`src/rtl/io_bl_wl_prog_ctrl.sv`:
```
// Bit-line / word-line programming controller for an IO tile memory.
// Each configuration word is accepted in LOAD and driven onto the bit lines.
// The word is then written with a SETUP / WRITE / HOLD word-line pulse,
// one row at a time. A cfg_last mismatch parks the controller in ERR until reset.
// Optional macro IO_PROG_PARITY_EN adds the cfg_parity input and an even-parity check.
module io_bl_wl_prog_ctrl #(
  parameter int unsigned NUM_WL = 8,
  parameter int unsigned NUM_BL = 8
) (
  input  logic              prog_clk,
  input  logic              global_resetn,
  input  logic              start,
  input  logic              cfg_valid,
  output logic              cfg_ready,
  input  logic [0:NUM_BL-1] cfg_data,
  input  logic              cfg_last,
`ifdef IO_PROG_PARITY_EN
  input  logic              cfg_parity,
`endif
  output logic [0:NUM_BL-1] bl,
  output logic [0:NUM_WL-1] wl,
  output logic              busy,
  output logic              done,
  output logic              err
);

  localparam int unsigned RowW = (NUM_WL > 1) ? $clog2(NUM_WL) : 1;
  localparam logic [RowW-1:0] LastRow = RowW'(NUM_WL - 1);

  typedef enum logic [2:0] {
    StIdle,
    StLoad,
    StSetup,
    StWrite,
    StHold,
    StDone,
    StErr
  } state_e;

  state_e            state_q;
  logic [RowW-1:0]   row_q;
  logic [0:NUM_WL-1] wl_row;
  logic              last_ok;
  logic              parity_ok;
  logic              word_ok;

  // One-hot word-line pattern for the current row.
  always_comb begin
    wl_row = '0;
    for (int i = 0; i < int'(NUM_WL); i++) begin
      wl_row[i] = (row_q == RowW'(i));
    end
  end

  // Accept a word only if cfg_last marks exactly the final row (and parity matches).
  always_comb begin
    last_ok = (cfg_last == (row_q == LastRow));
`ifdef IO_PROG_PARITY_EN
    parity_ok = ((^cfg_data) == cfg_parity);
`else
    parity_ok = 1'b1;
`endif
    word_ok = last_ok && parity_ok;
  end

  // Sequencer with all outputs registered alongside the state.
  always_ff @(posedge prog_clk) begin
    if (!global_resetn) begin
      state_q   <= StIdle;
      row_q     <= '0;
      bl        <= '0;
      wl        <= '0;
      cfg_ready <= 1'b0;
      busy      <= 1'b0;
      done      <= 1'b0;
      err       <= 1'b0;
    end else begin
      unique case (state_q)
        StIdle: begin
          if (start) begin
            state_q   <= StLoad;
            row_q     <= '0;
            err       <= 1'b0;
            cfg_ready <= 1'b1;
            busy      <= 1'b1;
          end
        end
        StLoad: begin
          if (cfg_valid && cfg_ready) begin
            cfg_ready <= 1'b0;
            if (word_ok) begin
              bl      <= cfg_data;
              state_q <= StSetup;
            end else begin
              bl      <= '0;
              err     <= 1'b1;
              state_q <= StErr;
            end
          end
        end
        StSetup: begin
          wl      <= wl_row;
          state_q <= StWrite;
        end
        StWrite: begin
          wl      <= '0;
          state_q <= StHold;
        end
        StHold: begin
          if (row_q == LastRow) begin
            bl      <= '0;
            done    <= 1'b1;
            state_q <= StDone;
          end else begin
            row_q     <= row_q + RowW'(1);
            cfg_ready <= 1'b1;
            state_q   <= StLoad;
          end
        end
        StDone: begin
          done    <= 1'b0;
          busy    <= 1'b0;
          state_q <= StIdle;
        end
        StErr: begin
          // Terminal until reset; start is ignored here.
          err       <= 1'b1;
          bl        <= '0;
          wl        <= '0;
          cfg_ready <= 1'b0;
        end
        default: begin
          bl        <= '0;
          wl        <= '0;
          cfg_ready <= 1'b0;
          busy      <= 1'b0;
          done      <= 1'b0;
          state_q   <= StIdle;
        end
      endcase
    end
  end

endmodule

```
`config.mk`:
```
export PLATFORM = sky130hd
export DESIGN_NAME = io_bl_wl_prog_ctrl
export DESIGN_NICKNAME = d
export VERILOG_FILES = /design/src/rtl/io_bl_wl_prog_ctrl.sv
export SDC_FILE = /design/constraint.sdc
export NUM_CORES = 1
export LEC_CHECK = 0
export ABC_CLOCK_PERIOD_IN_PS = 3200
export BUFFER_PORTS_ARGS = -buffer_cell sky130_fd_sc_hd__buf_2
export CAP_MARGIN = 40
export CORE_MARGIN = 1
export CORE_UTILIZATION = 35
export DETAILED_ROUTE_END_ITERATION = 16
export GPL_ROUTABILITY_DRIVEN = 0
export GPL_TIMING_DRIVEN = 1
export MAX_ROUTING_LAYER = met4
export PLACE_DENSITY = 0.58
export SYNTH_ARGS = -nofsm -noshare
export SYNTH_HDL_FRONTEND = slang
export SYNTH_SLANG_ARGS = --single-unit
```
`constraint.sdc`:
```
create_clock -name prog_clk -period 3.2 [get_ports prog_clk]
set_clock_uncertainty 0.2 [all_clocks]
set_input_delay 0.8 -clock prog_clk [delete_from_list [all_inputs] [get_ports prog_clk]]
set_output_delay 0.8 -clock prog_clk [all_outputs]
set_load 0.1 [all_outputs]
```
==> metrics <==
Period Utilization, post-route around 67%; hpwl dp roughly 1.9 mm; GRT Util Overall 14.6%; VDD IR max 0.340 mV; DR vias ~1000; clk buf depth 2; R2R Setup Slk about 1.0 ns; initial core utilization ~38%; antenna viol nets, final 0; Ys Warns 0; P per Cell Area roughly 450 mW/mm^2; # DRC 0; Mapped Avg Cell Area 8.98 sq um; final number of setup-violating endpoints 0; Worst EP arrival 2.16 ns; post-detailed-route wirelength per cell between 10 and 15 um; Final Hold Viols 0; Area contributors post-synth dfxtp_1 (40%), mux2i_1 (6.1%), ha_1 (5.8%), nor2b_1 (5.8%), nand2_1 (4.9%); chip width ~63 um; Top delay family on crit path simple AND/OR/NAND/NOR gates; Placed Area around 0.0015 sq mm; CP Class flop to flop; CP Cell Sequence ha_1, ha_1, nor2b_1, o21ai_0, and2_1, mux2i_1; worst setup margin approximately 1.0 ns; WP data required roughly 3.2 ns; Clk pin slew, worst setup/hold paths ~0.09 ns; cell count after synthesis approximately 150; Max-cap violations 0; flops & latches, synth 26; largest net degree at the start of global routing 35; Place WS 1.04 ns; TritonCTS clock tree done; Worst slew margin a little over half; TritonCTS Buffers 3; Mapped Nets 164; # hold bufs at CTS 0; vias in the first global route 956; clk root buf clkbuf_8; Post-CTS Resized 0; Clock Sinks 26; Hold Crit Class flop to flop; CP max-delay cell and2_1; Antenna Cells 0; Via density about 4.8; worst hold endpoint bl[4]$_SDFFE_PN0P_; Die Span Y between 60 and 70 um; Initial DRC Count 49; status finished, final reports clean; H-tree depth 1; post-route minimum period 2.16 ns; worst-skew pair later-pin latency 0.27 ns; post-synthesis sequential area ratio between 30 and 40%; Yosys top cell area share roughly two fifths; Hold Startpoint bl[4]$_SDFFE_PN0P_; critical path peak fanout 9; Post-Synthesis Cell Area 0.00130 sq mm; r2r endpoint bl[2]$_SDFFE_PN0P_; CP Capture Type flop; grt total ovfl 0; reported leakage power around 0.68 nW; Core Box Area 0.00344 sq mm; Hold Path Depth 2; IO Count 33; RSZ-0062 raised after global routing false; first-pass GRT wire length between 4 and 5 mm; CP peak stage delay between 0.4 and 0.5 ns; beginning of the critical path row_q[0]$_SDFFE_PN0P_; synth-to-layout area growth 17.4%; fmax around 460 MHz; Slew Viols, Final 0; r2r startpoint row_q[0]$_SDFFE_PN0P_; CP Buf/Inv Count 0; Fin Setup TNS 0 ns; # rows 21; routed wire length roughly 2.6 mm; synth unique cells 36; most prevalent standard cell on the critical path ha_1; Die Area 0.00397 sq mm; Port Buffers 32; Startpoint Class flop; nets about 190; number of setup buffers added after CTS 0; Worst Reg-to-Reg Cells 6; initial antenna violation count 0; Least-Margin Pin Slew a little over 0.7 ns; DR pass1 iterations 4; layout cells sized above 1 about a quarter; Synth area leader dfxtp_1; post-route cell area about 0.0015 sq mm
cell usage in the layout (no fill, tap or decap), types with 2 or more instances in the layout:
cell / n
nor2_1: 2
a31oi_1: 2
nand2b_1: 2
and2_1: 4
nor3_1: 2
inv_1: 5
dfxtp_1: 26
a21boi_0: 6
or3_1: 2
nand2_1: 17
ha_1: 6
nand3_1: 9
nor2b_1: 12
a22oi_1: 6
buf_2: 32
clkbuf_8: 3
mux2i_1: 8
a21oi_1: 5
o21ai_0: 6
layout make-up:
type / instances / area [sq um]
repair buffers: 32 / 160
well taps: 46 / 57.6
multi-input cells: 103 / 697
clock inverters: 1 / 30.0
flip-flops and latches: 26 / 520
clock buffers: 3 / 41.3
fillers: 341 / 1910
inverters: 6 / 22.5
synth_stat cells, drive strengths merged:
| master | n |
|---|---|
| a21oi | 5 |
| and4b | 1 |
| o21ai | 6 |
| nand4 | 1 |
| a31oi | 2 |
| nor3b | 1 |
| nand2b | 2 |
| nand3b | 1 |
| nand2 | 17 |
| inv | 6 |
| a22oi | 6 |
| buf | 8 |
| mux2 | 1 |
| mux2i | 8 |
| and2 | 4 |
| or3 | 2 |
| a211oi | 1 |
| dfxtp | 26 |
| xor2 | 1 |
| nor3 | 2 |
| ha | 6 |
| nand3 | 10 |
| nor2 | 3 |
| nor2b | 12 |
| o22ai | 1 |
| and2b | 2 |
| a21boi | 6 |
| o311a | 1 |
| clkbuf | 2 |
| o21a | 1 |
worst reg2reg max path: stages (launching register included):
cell and delay (ns):
dfxtp_1 0.35, ha_1 0.24, ha_1 0.29, nor2b_1 0.19
o21ai_0 0.14, and2_1 0.43, mux2i_1 0.25
registers in the layout, indices dropped and copies added (netlist names):
register / count
bl: 8
row_q: 3
done: 1
busy: 1
cfg_ready: 1
state_q: 3
wl: 8
err: 1
worst max path at each step:
stage,end,cells past startpoint
2_1_floorplan,cfg_ready,0
4_1_cts,bl[1]$_SDFFE_PN0P_,6
3_5_place_dp,bl[1]$_SDFFE_PN0P_,6
6_report,bl[2]$_SDFFE_PN0P_,6
3_3_place_gp,bl[3]$_SDFFE_PN0P_,6
5_1_grt,bl[1]$_SDFFE_PN0P_,6
through the flow:
stage	util [%]	total power (W)	hold WS, ns	std cells
final	44.4	0.000695	0.264	217
after global routing	44.4	0.000727	0.284	217
after CTS	44.4	0.000705	0.268	217
after detailed placement	42.3	0.000429	0.255	213
after global placement	42.3	0.000428	0.243	213
after floorplan	-	0.000413	0.272	145
logic make-up after synthesis:
group | Yosys count | share of synthesized area, %
adders and majority gates | 6 | 5.76
buffers and inverters | 16 | 6.53
xor gates and xnor gates | 1 | 0.673
DFF | 26 | 40.0
muxes | 9 | 7.01
AOI/OAI and AO/OA | 29 | 14.5
and+or+nand+nor | 58 | 25.6
per-layer routing:
metal,vias to the layer above,track usage [%],wire (um)
li1,547,-,-
met1,477,18.1,1280
met2,20,23.0,1210
met3,2,4.56,112
met4,0,3.49,12
met5,-,-,0
report_power, final:
group | internal (W) | switching, W
Combinational | 0.0000284 | 0.0000550
Sequential | 0.000329 | 0.00000864
Clock | 0.000167 | 0.000107
Note: power is estimated with default switching activity, not from simulation.
